## src/rtl/ahb_mtx_pkg.sv

```systemverilog
// Shared constants and types for the AHB bus-matrix input-stage decoder.
package ahb_mtx_pkg;

    localparam logic [1:0] HTRANS_IDLE   = 2'b00;
    localparam logic [1:0] HTRANS_BUSY   = 2'b01;
    localparam logic [1:0] HTRANS_NONSEQ = 2'b10;
    localparam logic [1:0] HTRANS_SEQ    = 2'b11;

    localparam logic [1:0] HRESP_OKAY  = 2'b00;
    localparam logic [1:0] HRESP_ERROR = 2'b01;

    typedef enum logic [1:0] {
        DFT_IDLE = 2'd0,
        DFT_ERR1 = 2'd1,
        DFT_ERR2 = 2'd2
    } dft_state_t;

endpackage

```

## src/rtl/ahb_mtx_dft_slv_fsm.sv

```systemverilog
// Default slave: two-cycle ERROR response for unmapped NONSEQ/SEQ transfers
// plus a saturating count of those transfers.
//
//   state    | meaning
//   DFT_IDLE | no error pending, zero-wait OKAY
//   DFT_ERR1 | first ERROR cycle, HREADYOUT low
//   DFT_ERR2 | second ERROR cycle, HREADYOUT high
module ahb_mtx_dft_slv_fsm
    import ahb_mtx_pkg::*;
#(
    parameter int CNT_W = 8
) (
    input  logic             HCLK,
    input  logic             HRESETn,
    input  logic             accept,
    output logic             ready,
    output logic [1:0]       resp,
    output logic [CNT_W-1:0] unmapped_cnt
);

    dft_state_t state;
    dft_state_t state_nxt;
    logic       enter_err;

    always_ff @(posedge HCLK or negedge HRESETn) begin
        if (!HRESETn) begin
            state <= DFT_IDLE;
        end else begin
            state <= state_nxt;
        end
    end

    always_comb begin
        state_nxt = state;
        ready     = 1'b1;
        resp      = HRESP_OKAY;
        enter_err = 1'b0;
        case (state)
            DFT_IDLE: begin
                if (accept) begin
                    state_nxt = DFT_ERR1;
                    enter_err = 1'b1;
                end
            end
            DFT_ERR1: begin
                ready     = 1'b0;
                resp      = HRESP_ERROR;
                state_nxt = DFT_ERR2;
            end
            DFT_ERR2: begin
                resp = HRESP_ERROR;
                if (accept) begin
                    state_nxt = DFT_ERR1;
                    enter_err = 1'b1;
                end else begin
                    state_nxt = DFT_IDLE;
                end
            end
            default: state_nxt = DFT_IDLE;
        endcase
    end

    // Saturates at all-ones so a runaway master cannot wrap the count.
    always_ff @(posedge HCLK or negedge HRESETn) begin
        if (!HRESETn) begin
            unmapped_cnt <= '0;
        end else if (enter_err && (unmapped_cnt != {CNT_W{1'b1}})) begin
            unmapped_cnt <= unmapped_cnt + 1'b1;
        end
    end

endmodule

```

## src/rtl/ahb_mtx_dec_param.sv

```systemverilog
// Bus-matrix input-stage decoder: routes each transfer to one of NUM_PORTS
// output stages or to the integrated default slave, and muxes the response.
module ahb_mtx_dec_param
    import ahb_mtx_pkg::*;
#(
    parameter int                    NUM_PORTS   = 4,
    parameter logic [NUM_PORTS*22-1:0] REGION_BASE = {NUM_PORTS{22'h0}},
    parameter logic [NUM_PORTS*22-1:0] REGION_MASK = {NUM_PORTS{22'h3FFFC0}},
    parameter int                    REMAP_SRC   = 0,
    parameter int                    REMAP_DST   = 1,
    parameter int                    CNT_W       = 8
) (
    input  logic                      HCLK,
    input  logic                      HRESETn,
    input  logic                      HREADYS,
    input  logic                      sel_dec,
    input  logic [21:0]               decode_addr_dec,
    input  logic [1:0]                trans_dec,
    input  logic                      remap,
    input  logic [NUM_PORTS-1:0]      active_dec_i,
    input  logic [NUM_PORTS-1:0]      readyout_dec_i,
    input  logic [2*NUM_PORTS-1:0]    resp_dec_i,
    input  logic [32*NUM_PORTS-1:0]   rdata_dec_i,
    input  logic [32*NUM_PORTS-1:0]   ruser_dec_i,
    output logic [NUM_PORTS-1:0]      sel_dec_o,
    output logic                      active_dec,
    output logic                      HREADYOUTS,
    output logic [1:0]                HRESPS,
    output logic [31:0]               HRDATAS,
    output logic [31:0]               HRUSERS,
    output logic [CNT_W-1:0]          unmapped_cnt
);

    localparam int               IDX_W   = $clog2(NUM_PORTS + 1);
    localparam logic [IDX_W-1:0] DFT_IDX = IDX_W'(NUM_PORTS);

    logic [IDX_W-1:0] dec_port;
    logic [IDX_W-1:0] addr_port;
    logic [IDX_W-1:0] data_port;
    logic             hit;
    logic             dft_sel;
    logic             dft_accept;
    logic             dft_ready;
    logic [1:0]       dft_resp;

    // Lowest matching region wins; remap only redirects the winning region.
    always_comb begin
        dec_port = DFT_IDX;
        hit      = 1'b0;
        for (int i = 0; i < NUM_PORTS; i++) begin
            if (!hit && ((decode_addr_dec & REGION_MASK[i*22 +: 22]) == REGION_BASE[i*22 +: 22])) begin
                dec_port = IDX_W'(i);
                hit      = 1'b1;
            end
        end
        if (remap && hit && (dec_port == IDX_W'(REMAP_SRC))) begin
            dec_port = IDX_W'(REMAP_DST);
        end
    end

    // Parking on IDLE keeps the output-stage switch from toggling needlessly.
    assign addr_port = (trans_dec == HTRANS_IDLE) ? data_port : dec_port;
    assign dft_sel   = sel_dec && (addr_port == DFT_IDX);
    assign dft_accept = dft_sel && HREADYS && trans_dec[1];

    always_comb begin
        sel_dec_o  = '0;
        active_dec = 1'b1;
        for (int i = 0; i < NUM_PORTS; i++) begin
            if (addr_port == IDX_W'(i)) begin
                sel_dec_o[i] = sel_dec;
                active_dec   = active_dec_i[i];
            end
        end
    end

    always_ff @(posedge HCLK or negedge HRESETn) begin
        if (!HRESETn) begin
            data_port <= '0;
        end else if (HREADYS) begin
            data_port <= addr_port;
        end
    end

    always_comb begin
        HREADYOUTS = dft_ready;
        HRESPS     = dft_resp;
        HRDATAS    = '0;
        HRUSERS    = '0;
        for (int i = 0; i < NUM_PORTS; i++) begin
            if (data_port == IDX_W'(i)) begin
                HREADYOUTS = readyout_dec_i[i];
                HRESPS     = resp_dec_i[i*2 +: 2];
                HRDATAS    = rdata_dec_i[i*32 +: 32];
                HRUSERS    = ruser_dec_i[i*32 +: 32];
            end
        end
    end

    ahb_mtx_dft_slv_fsm #(
        .CNT_W (CNT_W)
    ) u_dft_slv (
        .HCLK         (HCLK),
        .HRESETn      (HRESETn),
        .accept       (dft_accept),
        .ready        (dft_ready),
        .resp         (dft_resp),
        .unmapped_cnt (unmapped_cnt)
    );

endmodule

```

## config.mk

```make
export PLATFORM = sky130hd
export DESIGN_NAME = ahb_mtx_dec_param
export DESIGN_NICKNAME = d
export VERILOG_FILES = /design/src/rtl/ahb_mtx_pkg.sv /design/src/rtl/ahb_mtx_dft_slv_fsm.sv /design/src/rtl/ahb_mtx_dec_param.sv
export SDC_FILE = /design/constraint.sdc
export NUM_CORES = 1
export LEC_CHECK = 0
export ABC_AREA = 1
export CORE_AREA = 5 5 146 148
export DETAILED_ROUTE_END_ITERATION = 10
export DIE_AREA = 0 0 151 153
export SYNTH_ARGS = -nofsm -noshare
export SYNTH_HDL_FRONTEND = slang
export SYNTH_SLANG_ARGS = --single-unit
```

## constraint.sdc

```tcl
create_clock -name HCLK -period 4.3 [get_ports HCLK]
set_input_delay 0.43 -clock HCLK [delete_from_list [all_inputs] [get_ports HCLK]]
set_output_delay 0.43 -clock HCLK [all_outputs]
set_load 0.01 [all_outputs]
```

# Word-level counts from Yosys, hierarchy flattened

Index checks and enable logic that the tools add are counted.

Add/sub/neg operators: 1
Equality and inequality tests: 11
Multiplexer cells: 41
Reduce and logical (&&, ||, !) cells: 20

Operators by type and width:

| operator            | count |
|---|---|
| $mux 32             | 8 |
| $logic_not 22->1    | 1 |
| $mux 1              | 21 |
| $mux 3              | 6 |
| $eq 3x2->1 const B  | 4 |
| $mux 2              | 5 |
| $logic_and 1x1->1   | 9 |
| $logic_not 3->1     | 3 |
| $add 8x1->8 const B | 1 |
| $ne 8x8->1 const B  | 1 |
| $eq 3x1->1 const B  | 2 |
| $pmux 2 s3          | 1 |
| $logic_not 2->1     | 2 |
| $reduce_or 2->1     | 2 |
| $eq 3x3->1 const B  | 1 |
| $logic_not 1->1     | 3 |
| $eq 2x1->1 const B  | 1 |
| $eq 2x2->1 const B  | 1 |
| $ne 2x2->1 const B  | 1 |

Bits in registers: 13
Output and inout bits: 80

# Longest topological paths before layout

Gate-level depths: netlist (run 1).

Word-level depth: 22
Gate-level depth with buffers: 10
Gate-level depth less buffers: 10

# Hierarchy

From an unflattened synthesis (run 1), not the netlist that was laid out.

Cells, all modules: 463
Area, all modules: 2860.2 um2

By module, submodules not included:

| module              | times used | cells each | area an instance (um2) | seq. area each (um2) |
|---|---|---|---|---|
| ahb_mtx_dec_param   | 1          | 382        | 2230.9                 | 75.1 |
| ahb_mtx_dft_slv_fsm | 1          | 81         | 629.4                  | 250.2 |

# Worst setup path before layout (run 1)

OpenSTA, ideal clock, no wires.

Path kind: register to output
From: register data_port[2]
To: output port HRUSERS[10]
Arrival: 1433 ps
Required time: 3870 ps
Slack: 2437 ps
Stages on the path, launching flop included: 7
Path buffers: 1
Cells stage by stage: dfrtp_1 -> nor2_2 -> nand2_1 -> inv_2 -> clkbuf_1 -> a221oi_1 -> o21ai_0

Word-level cells in the longest chain between the ends: 5

RTL lines:

| item                   | RTL line                | RTL |
|---|---|---|
| from (decl)            | ahb_mtx_dec_param.sv:39 | `logic [IDX_W-1:0] data_port;` |
| from (signal assigned) | ahb_mtx_dec_param.sv:81 | `data_port <= addr_port;` |
| $logic_not 3->1        | ahb_mtx_dec_param.sv:91 | `if (data_port == IDX_W'(i)) begin` |
| $mux 32 (3 in a row)   | ahb_mtx_dec_param.sv:91 |  |
| $mux 32 *              | ahb_mtx_dec_param.sv:91 |  |
| to (decl)              | ahb_mtx_dec_param.sv:30 | `output logic [31:0] HRUSERS,` |

Every way passes the cells marked *; elsewhere a longest branch is shown, timed or not.

# Worst setup path in the final report (run 1)

From: register data_port[2]
To: output port HREADYOUTS

Word-level cells in the longest chain between the ends: 5

RTL lines:

| item                | RTL line                | RTL |
|---|---|---|
| $logic_not 3->1     | ahb_mtx_dec_param.sv:91 |  |
| $mux 1 (3 in a row) | ahb_mtx_dec_param.sv:91 |  |
| $mux 1 *            | ahb_mtx_dec_param.sv:91 |  |
| to (decl)           | ahb_mtx_dec_param.sv:27 | `output logic HREADYOUTS,` |

Marks and branches as above.

==> results of run 1 <==
[placed cells by master, fill, tap and decap left out]
master           Yosys  routed
nor3_4               0       2
nand3_1             12      12
xnor2_1              3       3
buf_12               0       3
or2_2                1       1
nand2_2              0       1
dfrtp_1             13      13
o21ai_1             40      40
nand3_4              1       1
xor2_1               3       3
clkbuf_1            14       1
nor2_1              85      85
a221oi_2            20      20
o21ai_0             31      31
nand2_1            110     109
ha_1                 6       6
a221oi_1            45      45
nand4_1             10      10
nor3_1               2       2
clkbuf_16            0       3
a21oi_1              4       4
buf_4                4       5
nand3b_1             1       1
clkdlybuf4s50_1      0     374
inv_1               19      19
nor4_1               1       1
inv_2                2       2
o211ai_1             1       1
or3_1                1       1
mux2i_1              1       1
nor2_4               1       2
[worst paths after layout]
check / cells after the start / slack [ns] / to / startpoint
worst max register to register: 6 / 2.65 / u_dft_slv.unmapped_cnt[0] / u_dft_slv.unmapped_cnt[1]
max in group asynchronous: 1 / 3.36 / data_port[2] / HRESETn
worst min register to register: 2 / 0.56 / u_dft_slv.unmapped_cnt[7] / u_dft_slv.unmapped_cnt[7]
worst min-delay path: 1 / 0.56 / u_dft_slv.unmapped_cnt[7] / HRESETn
worst max-delay path: 9 / 1.09 / HREADYOUTS / data_port[2]
min in group HCLK: 2 / 0.56 / u_dft_slv.unmapped_cnt[7] / u_dft_slv.unmapped_cnt[7]
[critical path, stage by stage, from the launching register on]
cell and delay [ns]:
dfrtp_1 0.50, nor2_4 0.18, buf_4 0.44, nand2_1 0.19
nand2_1 0.09, o21ai_0 0.11, o21ai_0 0.15, mux2i_1 0.08
o21ai_0 0.20, clkdlybuf4s50_1 0.59
[registers in the layout, indices dropped and copies added, names as in the netlist]
register and flops:
data_port 3, u_dft_slv.state 2, u_dft_slv.unmapped_cnt 8
[layout make-up]
type / instances / area [um^2] / share of cell area (%)
tap: 270 / 337.8 / 4.937
clock buffer: 4 / 78.83 / 1.152
inverter: 21 / 78.83 / 1.152
multi-input combinational: 382 / 2181 / 31.87
timing repair buffer: 382 / 3841 / 56.13
sequential: 13 / 325.3 / 4.754
[routing by layer]
metal / wire length [um] / up-vias
met2: 9460 / 205
li1: - / 2323
met1: 7278 / 2114
met5: 0 / -
met4: 332 / 0
met3: 1774 / 19
[through the flow]
| stage | hold WS, ns | instance area, um^2 | total power [mW] |
|---|---|---|---|
| after floorplan | 0.1344 | 2748 | 0.3952 |
| after global placement | 0.5341 | 6764 | 0.8484 |
| after detailed placement | 0.5351 | 6764 | 0.8529 |
| after CTS | 0.5602 | 6843 | 1.035 |
| after global routing | 0.5949 | 6843 | 1.092 |
| final | 0.5620 | 6843 | 1.025 |
[kinds of logic (layout without fill, tap and decap cells)]
kind of cell,after synthesis,count (layout)
AO/OA/AOI/OAI,141,141
XOR/XNOR,6,6
multiplexers,1,1
buffers and inverters,58,407
adder cells (fa/ha/maj),6,6
flip-flops,13,13
AND/OR/NAND/NOR,228,228
[power by group through the flow]
stage	combinational (mW)	sequential, mW	clock [mW]
global route	0.719	0.191	0.182
detailed placement	0.667	0.186	0
CTS	0.671	0.184	0.179
floorplan	0.212	0.183	0
finish	0.667	0.184	0.175
global placement	0.663	0.185	0
==> results.yml, run 1 <==
status:
  status: "finished clean"
route:
  wl_per_cell_um: 17.58
  ant_nets: 0
  avgViaCountPerCell: 4.348
  drt_pass1_iterations: 4
  wl_um: 18850
  vias: 4661
  drc: 0
  drtIter0Drc: 249
power:
  switching_share_pct: 31.84
  p_int_mw: 0.6990
  ir_drop_mv: 0.1597
  combPwrFrac_pct: 65.0
  seqPwrFrac_pct: 18.0
  power.switching_mw: 0.3264
  clock_power_share_pct: 17.0
  powerDensity_nw_per_um2: 149.9
  total_leakage_power_nw: 2.500
synthesis:
  yosys.area.top_type_share_pct: 15.03
  synth_mux_area_share_pct: 0.3643
  synth.largest_area_cell: "nand2_1"
  synth.cell_area_um2: 2748
  synth_xor_area_share_pct: 1.913
  syn_avg_cell_area_um2: 6.065
  ys_ff_latch: 13
  syn_inst: 453
  synthFlopType: "dfrtp_1"
  synth_commonest_cells: "nand2_1, nor2_1, a221oi_1"
  synth_top_family_by_area: "compound AO/OA/AOI/OAI gates"
  yosysMostFrequentCell: "nand2_1"
  synth-async-reset-ratio_pct: 100.0
  synth_area_leaders: "nand2_1, a221oi_1, dfrtp_1, nor2_1, a221oi_2"
  yosysWarnings: 0
  yosysSeqAreaShare_pct: 11.84
  synth_compound_area_share_pct: 39.21
  synth_cell_types: 31
  syn-num-nets: 760
  synth-edff-count: 0
  synthAdderAreaFrac_pct: 2.732
  synth-simple-area-share_pct: 34.43
global_route:
  grt_use_met1_pct: 17.76
  grt_pass1_vias: 4422
  grt.met2_usage_pct: 26.22
  grt_pass1_wl_um: 26690
  busiest_layer: "met2"
  track_usage_pct: 14.57
  grt_max_degree: 68
  grtUsageMet3_pct: 3.020
  antenna_found_initial: 0
  grt.overflow.total: 0
finish:
  syn_to_final_growth_pct: 149.0
  n_fill_cell: 2129
  antennaDiodeCount: 0
  instances_no_fill: 1072
  drive_gt1_share_pct: 4.988
  fin_util_pct: 34.37
  fin_nets: 1110
floorplan:
  core_area_um2: 19910
  die_area_um2: 23100
  die_h_um: 153
  initial_utilization_pct: 13.80
  die_x_um: 151
  row_count: 52
  io_pins: 381
place:
  gp_congestion: 0.8814
  place_inst: 1068
  hpwl_um: 15020
  dp_slack_ns: 1.282
  port_buffers: 374
setup_path:
  crit_arrival_ns: 2.78
  cp-start-kind: "register"
  endpoint_kind: "output pin"
  critPathRequiredTime_ns: 3.87
  path_max_fanout: 39
  worst-setup-path-type: "register to output pin"
clock_tree:
  clk_pin_slew_ns: 0.04
  tritoncts: "yes"
  cts_max_path_buffers: 2
  clk-insertion-delay-late_ns: 0.24
  htreeDepth: 1
  cts_resized: 0
  cts.sinks: 13
  clockRootBuffer: "clkbuf_16"
  cts_hold_buf: 0
  post_cts_buffers: 0
  cts_made_buffers: 3
sta:
  finClkSkew_ns: 0.0006136
  hold_viol: 0
  finalSetupViolCount: 0
  rsz0062_at_grt: "no"
  worstMarginPinSlew_ns: 0.8433
  fin_crit_sh_pct: 74.58
  max_freq_mhz: 311.8
  worst_slack_ns: 1.093
  slew_headroom_pct: 43.78
  slew_violations: 0
  fin_crit_ns: 3.207
  fin_setup_tns_ns: 0
job:
  drv_cap: 0
min_path:
  hp-class: "input pin to asynchronous set/reset pin"
Note: power is estimated with default switching activity, not from simulation.
==> run 2: changes to the inputs <==
--- a/config.mk
+++ b/config.mk
@@ -6,9 +6,9 @@
 export NUM_CORES = 1
 export LEC_CHECK = 0
 export ABC_AREA = 1
-export CORE_AREA = 5 5 146 148
+export CORE_AREA = 5 5 145 147
 export DETAILED_ROUTE_END_ITERATION = 10
-export DIE_AREA = 0 0 151 153
+export DIE_AREA = 0 0 150 152
 export SYNTH_ARGS = -nofsm -noshare
 export SYNTH_HDL_FRONTEND = slang
 export SYNTH_SLANG_ARGS = --single-unit
==> constraint.sdc (replaced) <==
create_clock -name HCLK -period 2.8 [get_ports HCLK]
set_input_delay 0.28 -clock HCLK [delete_from_list [all_inputs] [get_ports HCLK]]
set_output_delay 0.28 -clock HCLK [all_outputs]
set_load 0.01 [all_outputs]
==> run 2 against run 1 <==
Against the previous run: count of clock-buffer cells in the layout did not move; critical path depth fell by 3; sequential power rose by 52%; combinational power is 54% higher; core utilization grew 0.92 points; clock skew up 0.00063 ns.
==> results.yml, run 2 (synthesis results as in run 1) <==
setup_path:
  reg2reg_to: "u_dft_slv.unmapped_cnt[4]"
  critPathMaxStageDelay_ns: 0.59
  critPathLaunch: "data_port[2]"
  r2r_start: "u_dft_slv.unmapped_cnt[1]"
  worst-setup-path-type: "register to output pin"
  cpMostUsedCell: "buf_4"
  r2r.worst_path.cells: 6
  crit_slowest_cell: "clkdlybuf4s50_1"
  endpoint_kind: "output pin"
  critPathRequiredTime_ns: 2.52
  cp-start-kind: "register"
  crit_arrival_ns: 2.36
  crit_chain: "nor2_4, buf_4, buf_4, a221oi_1, o21ai_0, clkdlybuf4s50_1"
  r2r_setup_slack_ns: 1.16
  path_max_fanout: 16
  worstSetupEndpoint: "HRDATAS[31]"
clock_tree:
  cts_max_path_buffers: 2
  cts_made_buffers: 3
  cts.sinks: 13
  htreeDepth: 1
  clockRootBuffer: "clkbuf_16"
  tritoncts: "yes"
  clk-insertion-delay-late_ns: 0.24
  cts_hold_buf: 0
  clk_pin_slew_ns: 0.05
finish:
  antennaDiodeCount: 0
  syn_to_final_growth_pct: 154.0
  final_common_cell: "clkdlybuf4s50_1"
  instances_no_fill: 1081
  fin_util_pct: 35.29
  layout_common_cells: "clkdlybuf4s50_1, nand2_1, nor2_1, a221oi_1, o21ai_1"
  largest_registers: "u_dft_slv.unmapped_cnt x8, data_port x3, u_dft_slv.state x2"
  n_fill_cell: 2107
  fin_nets: 1119
  largest_register: "u_dft_slv.unmapped_cnt"
  largest_reg_flops: 8
  drive_gt1_share_pct: 6.289
power:
  powerDensity_nw_per_um2: 227.1
  total_leakage_power_nw: 2.582
  p_total_mw: 1.585
  ir_drop_mv: 0.3414
route:
  drt_pass1_iterations: 5
  drtIter0Drc: 239
  avgViaCountPerCell: 4.347
  ant_nets: 0
  wl_um: 18680
  drc: 0
  vias: 4699
  wl_per_cell_um: 17.28
global_route:
  grt_pass1_vias: 4713
  grt.met2_usage_pct: 27.15
  grtUsageMet3_pct: 3.962
  busiest_layer: "met2"
  grt.overflow.total: 0
  antenna_found_initial: 0
  grt_use_met1_pct: 17.31
  grt_pass1_wl_um: 27020
  track_usage_pct: 14.76
  grt_max_degree: 67
sta:
  worstMarginPinSlew_ns: 0.6505
  holdWs_ns: 0.4401
  fin_crit_ns: 2.642
  finClkSkew_ns: 0.001243
  fin_crit_sh_pct: 94.36
  fin_setup_tns_ns: 0
  rsz0062_at_grt: "no"
  slew_headroom_pct: 56.50
  hold_viol: 0
  slew_violations: 0
  max_freq_mhz: 378.5
  finalSetupViolCount: 0
place:
  gp_congestion: 0.8496
  hpwl_um: 15020
  place_inst: 1075
  port_buffers: 374
floorplan:
  die_h_um: 152
  die_area_um2: 22800
  row_count: 52
  die_x_um: 150
  io_pins: 381
  initial_utilization_pct: 13.89
  core_area_um2: 19780
status:
  status: "finished clean"
job:
  drv_cap: 0
min_path:
  hp-class: "input pin to asynchronous set/reset pin"
-- run 2: worst max-delay path, delay by kind of cell (launching register included) --
family / cells / cell delay [ns]
buffers and inverters: 3 / 1.15
DFF: 1 / 0.48
AOI/OAI and AO/OA: 2 / 0.31
and+or+nand+nor: 1 / 0.18
-- run 2: per-layer routing --
metal  up-vias  routed length (um)  share of wire [%]
met4         0                 235                1.3
li1       2341                   -                  -
met5         -                   0                  0
met3        20                1753                9.4
met1      2144                7333                 39
met2       194                9354                 50
-- run 2: how the worst min path moves through the flow --
| stage | depth (start not counted) | endpoint |
|---|---|---|
| 6_report | 1 | u_dft_slv.unmapped_cnt[7] |
| 5_1_grt | 1 | u_dft_slv.unmapped_cnt[0] |
| 4_1_cts | 1 | u_dft_slv.unmapped_cnt[0] |
| 3_5_place_dp | 2 | u_dft_slv.unmapped_cnt[0] |
| 3_3_place_gp | 2 | u_dft_slv.unmapped_cnt[7] |
| 2_1_floorplan | 0 | data_port[0] |
-- run 2: cell type report --
class | count | area, um^2 | area share, %
Inverter | 21 | 81.33 | 1.165
Clock buffer | 4 | 78.83 | 1.129
Timing Repair Buffer | 391 | 3974 | 56.94
Tap cell | 270 | 337.8 | 4.840
Sequential cell | 13 | 326.6 | 4.679
Multi-Input combinational cell | 382 | 2181 | 31.25
-- run 2: power breakdown --
group          leakage (nW)  internal, mW  switching (mW)
logic                  2.37         0.666           0.369
registers             0.172         0.226          0.0539
clock network        0.0382         0.192          0.0786
total                  2.58          1.08           0.502
-- run 2: per-stage QoR --
step | instance area, um^2 | setup WS, ns
global placement | 6854 | 0.2884
floorplan | 2748 | 1.087
detailed placement | 6854 | 0.2278
CTS | 6935 | 0.03670
global route | 6979 | 0.01505
finish | 6979 | 0.1579
-- run 2: timing repair --
item                       CTS  global route
resized for setup            1             5
pin swaps                    0             1
buffers inserted             0             1
hold endpoints to repair     0             0
gates cloned                 0             1
setup endpoints to repair    1             5
